[src/rtl/sync_bus_arbiter_if.sv]
// Bundle between local requesters and the shared CDC synchronizer bus.
// The arbiter takes the master modport; requesters and the destination side use slave.
interface sync_bus_arbiter_if #(
    parameter int unsigned DATA_WIDTH = 8,
    parameter int unsigned NUM_REQ    = 4
) ();

    localparam int unsigned ID_W = $clog2(NUM_REQ);

    logic [NUM_REQ-1:0]            req;
    logic [NUM_REQ*DATA_WIDTH-1:0] req_data;
    logic [NUM_REQ-1:0]            gnt;
    logic [DATA_WIDTH-1:0]         bus_data;
    logic                          bus_en;
    logic [ID_W-1:0]               bus_id;
    logic                          busy;

    modport master (
        input  req,
        input  req_data,
        output gnt,
        output bus_data,
        output bus_en,
        output bus_id,
        output busy
    );

    modport slave (
        output req,
        output req_data,
        input  gnt,
        input  bus_data,
        input  bus_en,
        input  bus_id,
        input  busy
    );

endinterface

[src/rtl/sync_bus_arbiter.sv]
// Round-robin scheduler sharing one data+enable CDC synchronizer bus among NUM_REQ requesters.
// Optional macro SYNC_BUS_PRIO_EN: requester 0 gets fixed top priority, the rest share round-robin.
module sync_bus_arbiter #(
    parameter int unsigned DATA_WIDTH  = 8,
    parameter int unsigned NUM_REQ     = 4,
    parameter int unsigned HOLD_CYCLES = 4,
    parameter int unsigned GAP_CYCLES  = 3
) (
    input  logic               clk,
    input  logic               rst,
    sync_bus_arbiter_if.master bus
);

    localparam int unsigned ID_W    = $clog2(NUM_REQ);
    localparam int unsigned MAX_CYC = (HOLD_CYCLES > GAP_CYCLES) ? HOLD_CYCLES : GAP_CYCLES;
    localparam int unsigned CNT_W   = $clog2(MAX_CYC) + 1;

    localparam logic [CNT_W-1:0] HOLD_LOAD = CNT_W'(HOLD_CYCLES - 1);
    localparam logic [CNT_W-1:0] GAP_LOAD  = CNT_W'(GAP_CYCLES - 1);
    localparam logic [ID_W-1:0]  LAST_RST  = ID_W'(NUM_REQ - 1);

    typedef enum logic [1:0] {
        ST_IDLE = 2'd0,
        ST_HOLD = 2'd1,
        ST_GAP  = 2'd2
    } state_e;

    state_e                 state_q, state_d;
    logic [CNT_W-1:0]       cnt_q, cnt_d;
    logic [ID_W-1:0]        last_q, last_d;
    logic [NUM_REQ-1:0]     gnt_q, gnt_d;
    logic [DATA_WIDTH-1:0]  bus_data_q, bus_data_d;
    logic                   bus_en_q, bus_en_d;
    logic [ID_W-1:0]        bus_id_q, bus_id_d;
    logic                   busy_q, busy_d;

    logic                   win_valid;
    logic                   win_upd;
    logic [ID_W-1:0]        win_idx;
    logic [ID_W-1:0]        cand;
    logic [DATA_WIDTH-1:0]  words [NUM_REQ];

    // Unpack the flat request data bus into per-requester words.
    for (genvar gi = 0; gi < NUM_REQ; gi++) begin : g_words
        assign words[gi] = bus.req_data[gi*DATA_WIDTH +: DATA_WIDTH];
    end

    // Winner search: first set request after the last grant, wrapping modulo NUM_REQ.
    always_comb begin
        win_valid = 1'b0;
        win_upd   = 1'b0;
        win_idx   = '0;
        cand      = '0;
`ifdef SYNC_BUS_PRIO_EN
        if (bus.req[0]) begin
            // Fixed-priority winner leaves the round-robin pointer untouched.
            win_valid = 1'b1;
        end else begin
            for (int unsigned k = 1; k <= NUM_REQ; k++) begin
                cand = ID_W'((32'(last_q) + k) % NUM_REQ);
                if (!win_valid && (cand != '0) && bus.req[cand]) begin
                    win_valid = 1'b1;
                    win_upd   = 1'b1;
                    win_idx   = cand;
                end
            end
        end
`else
        for (int unsigned k = 1; k <= NUM_REQ; k++) begin
            cand = ID_W'((32'(last_q) + k) % NUM_REQ);
            if (!win_valid && bus.req[cand]) begin
                win_valid = 1'b1;
                win_upd   = 1'b1;
                win_idx   = cand;
            end
        end
`endif
    end

    // Next-state and output logic.
    always_comb begin
        state_d    = state_q;
        cnt_d      = cnt_q;
        last_d     = last_q;
        gnt_d      = '0;
        bus_data_d = bus_data_q;
        bus_en_d   = bus_en_q;
        bus_id_d   = bus_id_q;
        busy_d     = busy_q;

        unique case (state_q)
            ST_IDLE: begin
                if (win_valid) begin
                    gnt_d      = NUM_REQ'(1) << win_idx;
                    bus_data_d = words[win_idx];
                    bus_id_d   = win_idx;
                    bus_en_d   = 1'b1;
                    busy_d     = 1'b1;
                    cnt_d      = HOLD_LOAD;
                    state_d    = ST_HOLD;
                    if (win_upd) begin
                        last_d = win_idx;
                    end
                end
            end
            ST_HOLD: begin
                bus_en_d = 1'b1;
                if (cnt_q == '0) begin
                    bus_en_d = 1'b0;
                    cnt_d    = GAP_LOAD;
                    state_d  = ST_GAP;
                end else begin
                    cnt_d = cnt_q - CNT_W'(1);
                end
            end
            ST_GAP: begin
                // The low gap guarantees the destination sees a fresh enable edge.
                bus_en_d = 1'b0;
                if (cnt_q == '0) begin
                    busy_d  = 1'b0;
                    state_d = ST_IDLE;
                end else begin
                    cnt_d = cnt_q - CNT_W'(1);
                end
            end
            default: begin
                bus_en_d = 1'b0;
                busy_d   = 1'b0;
                cnt_d    = '0;
                state_d  = ST_IDLE;
            end
        endcase
    end

    // State and output registers; reset aborts any transfer in flight.
    always_ff @(posedge clk) begin
        if (rst) begin
            state_q    <= ST_IDLE;
            cnt_q      <= '0;
            last_q     <= LAST_RST;
            gnt_q      <= '0;
            bus_data_q <= '0;
            bus_en_q   <= 1'b0;
            bus_id_q   <= '0;
            busy_q     <= 1'b0;
        end else begin
            state_q    <= state_d;
            cnt_q      <= cnt_d;
            last_q     <= last_d;
            gnt_q      <= gnt_d;
            bus_data_q <= bus_data_d;
            bus_en_q   <= bus_en_d;
            bus_id_q   <= bus_id_d;
            busy_q     <= busy_d;
        end
    end

    assign bus.gnt      = gnt_q;
    assign bus.bus_data = bus_data_q;
    assign bus.bus_en   = bus_en_q;
    assign bus.bus_id   = bus_id_q;
    assign bus.busy     = busy_q;

endmodule

[src/flat_wrapper.sv]
// flat-port wrapper written by rule: the top's interface ports become plain ports
module sync_bus_arbiter_flat 
#(
    parameter int unsigned DATA_WIDTH  = 8,
    parameter int unsigned NUM_REQ     = 4,
    parameter int unsigned HOLD_CYCLES = 4,
    parameter int unsigned GAP_CYCLES  = 3
)
  (clk, rst, bus_req, bus_req_data, bus_gnt, bus_bus_data, bus_bus_en, bus_bus_id, bus_busy);
  sync_bus_arbiter_if #(.DATA_WIDTH(DATA_WIDTH), .NUM_REQ(NUM_REQ)) bus_i ();
  input  logic clk;
  input  logic rst;
  input wire logic [$bits(bus_i.req)-1:0] bus_req;
  input wire logic [$bits(bus_i.req_data)-1:0] bus_req_data;
  output wire logic [$bits(bus_i.gnt)-1:0] bus_gnt;
  output wire logic [$bits(bus_i.bus_data)-1:0] bus_bus_data;
  output wire logic [$bits(bus_i.bus_en)-1:0] bus_bus_en;
  output wire logic [$bits(bus_i.bus_id)-1:0] bus_bus_id;
  output wire logic [$bits(bus_i.busy)-1:0] bus_busy;
  assign bus_i.req = bus_req;
  assign bus_i.req_data = bus_req_data;
  assign bus_gnt = bus_i.gnt;
  assign bus_bus_data = bus_i.bus_data;
  assign bus_bus_en = bus_i.bus_en;
  assign bus_bus_id = bus_i.bus_id;
  assign bus_busy = bus_i.busy;
  sync_bus_arbiter #(.DATA_WIDTH(DATA_WIDTH), .NUM_REQ(NUM_REQ), .HOLD_CYCLES(HOLD_CYCLES), .GAP_CYCLES(GAP_CYCLES)) u_core (.clk(clk), .rst(rst), .bus(bus_i));
endmodule
[config.mk]
export PLATFORM = sky130hd
export DESIGN_NAME = sync_bus_arbiter_flat
export DESIGN_NICKNAME = d
export VERILOG_FILES = /design/src/rtl/sync_bus_arbiter_if.sv /design/src/rtl/sync_bus_arbiter.sv /design/src/flat_wrapper.sv
export SDC_FILE = /design/constraint.sdc
export NUM_CORES = 1
export LEC_CHECK = 0
export ABC_CLOCK_PERIOD_IN_PS = 1700
export CAP_MARGIN = 10
export CELL_PAD_IN_SITES_DETAIL_PLACEMENT = 1
export CELL_PAD_IN_SITES_GLOBAL_PLACEMENT = 1
export CORE_ASPECT_RATIO = 0.7
export CORE_UTILIZATION = 31
export CTS_CLUSTER_DIAMETER = 120
export DETAILED_ROUTE_END_ITERATION = 8
export PLACE_DENSITY = 0.9
export SYNTH_ARGS = -nofsm -noshare
export SYNTH_HDL_FRONTEND = slang
export SYNTH_SLANG_ARGS = --single-unit
export TNS_END_PERCENT = 20
[constraint.sdc]
create_clock -name clk -period 1.7 [get_ports clk]
set_input_delay 0.255 -clock clk [delete_from_list [all_inputs] [get_ports clk]]
set_output_delay 0.255 -clock clk [all_outputs]
set_load 0.02 [all_outputs]
==> out/results.tsv, run 1 <==
metric	value	unit
grt_pass1_wl	7369	microns
cts_inserted_buffers	3	
synth_edf_count	0	
place_area	2153	sq um
ys.flop_type	dfxtp_1	
n_fill_cell	484	
end_kind	flip-flop	
die_area	4698	sq um
clockRootBuffer	clkbuf_8	
fin_crit_sh	0.9685	
final_cells	291	
grt_max_degree	19	
ys_types	38	
setup_slack	0.05350	ns
pin_count	54	
dp.cells	287	
synthTopCellsByArea	dfxtp_1 (34%), o211ai_2 (7.3%), mux2i_1 (5.8%)	
drv_cap	0	
first_pass_iters	4	
crit_type	primary input to flip-flop	
antenna_found_initial	0	
seq_area_frac_synth	0.3358	
power_density	894.0	nW/um^2
ant_nets	0	
fin_skew	0.004740	ns
drt_wl_total	4779	microns
track_usage	0.2094	
htreeDepth	1	
via_per_inst	5.110	
max_freq	607.3	MHz
highest_layer	met4	
synth_common_cells	dfxtp_1 (23), nor2_1 (16), nand2_1 (15), o21ai_0 (12), inv_1 (10)	
syn_inst	167	
vias	1487	
portBuffers	53	
power	1.981	mW
wl_met1	2270	microns
min_from	u_core.bus.busy	
maxSlewViolCount	0	
dpl_worst_slack	-0.5438	ns
die_h	57.65	microns
seq_area	461.7	sq um
rows	19	
finish.utilization	0.5451	
crit_arrival	1.80	ns
crit_path_start	bus_req[3]	
status	finished clean	
start_util	0.3373	
routedWlPerCell	16.42	microns
min_path_type	flip-flop to flip-flop	
fin_area	2216	sq um
reg2reg_from	u_core.last_q[0]	
fin_crit	1.646	ns
multi_input_area	833.3	sq um
hold_viol_final	0	
cts_buffer_depth	2	
peakVddDrop	0.5025	mV
async_flop_share	0	
nNetsFinal	280	
fp.dieW	81.50	microns
area_growth_syn_to_layout	61.59	%
setup_viol	0	
ys_warn_count	0	
ys_ff_latch	23	
place_congestion	0.8458	
critPathMaxFanout	18	
maxSlewHeadroom	0.7358	
yosys.area.top_type_share	0.3358	
whs	0.4738	ns
cts_tree	built	
syn_avg_cell_area	8.211	sq um
core_area	4065	sq um
drc	0	
grt-ovfl-total	0	
yosysTopAreaCell	dfxtp_1	
drive_above_1_share	0.1967	
clk_pin_slew	0.09	ns
route.met2.wl	2276	microns
clkLatencyLatePin	0.27	ns
cp-start-kind	primary input	
setup_tns	0	ns
yosys.cell_count.top_type	dfxtp_1	
syn_nets	207	
worstMarginPinSlew	0.3959	ns
power_leakage	0.9371	nW
cts_sinks	23	
drtIter0Drc	81	
dp_hpwl	3739	microns
antennaDiodeCount	0	
syn-cell-area	1371	sq um
rsz0062_at_grt	true	
wl_met3	139	microns
grt_pass1_vias	1469	
cp_data_required_time	1.86	ns
[critical path, stage by stage]
cell and delay [ns]:
clkdlybuf4s15_1 0.29, or2b_1 0.26, a21o_1 0.21, buf_12 0.15, and3_1 0.19, buf_12 0.15
mux2i_2 0.20, o211ai_2 0.09
[repair_timing]
| action | CTS | global route |
|---|---|---|
| hold buffers | 0 | 0 |
| setup endpoints to repair | 15 | 5 |
| resized for setup | 8 | 4 |
| buffers inserted | 0 | 0 |
[flip-flops by register name, indices dropped and copies added, names as in the netlist]
register	cells
u_core.bus.bus_data	8
u_core.bus.bus_en	1
u_core.bus.bus_id	2
u_core.bus.busy	1
u_core.bus.gnt	4
u_core.cnt_q	3
u_core.last_q	2
u_core.state_q	2
[layout by cell type, fill, tap and decap left out, drive strengths merged, types with 5 or more instances in the layout]
cell type / Yosys / final
clkdlybuf4s50: 0 / 49
buf: 4 / 26
dfxtp: 23 / 23
nor2: 16 / 16
nand2: 15 / 15
o21ai: 15 / 15
inv: 10 / 10
nor2b: 8 / 8
and4: 8 / 8
a31oi: 8 / 8
o211ai: 8 / 8
mux2i: 8 / 8
a21oi: 6 / 6
nor3: 5 / 5
[per-layer routing]
metal / vias to the layer above / global-route usage
met4: 0 / 0.06378
met1: 700 / 0.2827
met3: 8 / 0.03307
met2: 32 / 0.3429
met5: - / 0
li1: 747 / -
[cells by family (layout without fill, tap and decap cells)]
kind of cell	after synthesis	count (layout)	synth area share
AND/OR/NAND/NOR	66	66	0.2655
adder cells (fa/ha/maj)	3	3	0.02554
AO/OA/AOI/OAI	46	46	0.2445
buffers and inverters	21	93	0.07026
multiplexers	8	8	0.05840
flip-flops	23	23	0.3358
[path summary, 6_finish.rpt]
check,cells after the start,slack (ns),endpoint
min,2,0.47,u_core.bus.busy
min reg2reg,2,0.47,u_core.bus.busy
max,8,0.05,u_core.bus.bus_data[3]
max reg2reg,7,0.11,u_core.bus.bus_data[3]
[final cells by class]
| cell class | count | share of cell area |
|---|---|---|
| clock buffer | 3 | 0.01863 |
| clock inverter | 1 | 0.002259 |
| inverter | 10 | 0.01694 |
| multi-input combinational | 123 | 0.3761 |
| sequential | 23 | 0.2084 |
| tap | 52 | 0.02936 |
| timing repair buffer | 79 | 0.3484 |
[report_power, final]
group / total, mW / internal [mW] / switching [mW]
Sequential: 0.692 / 0.631 / 0.0604
Combinational: 0.923 / 0.485 / 0.437
Clock: 0.367 / 0.164 / 0.203
Total: 1.98 / 1.28 / 0.700
Note: power is estimated with default switching activity, not from simulation.
==> run 2, diff against run 1 <==
GPL_ROUTABILITY_DRIVEN = 1   (was unset)
==> results of run 2 <==
The final DEF is identical to that of run 1; final timing and power are the same.
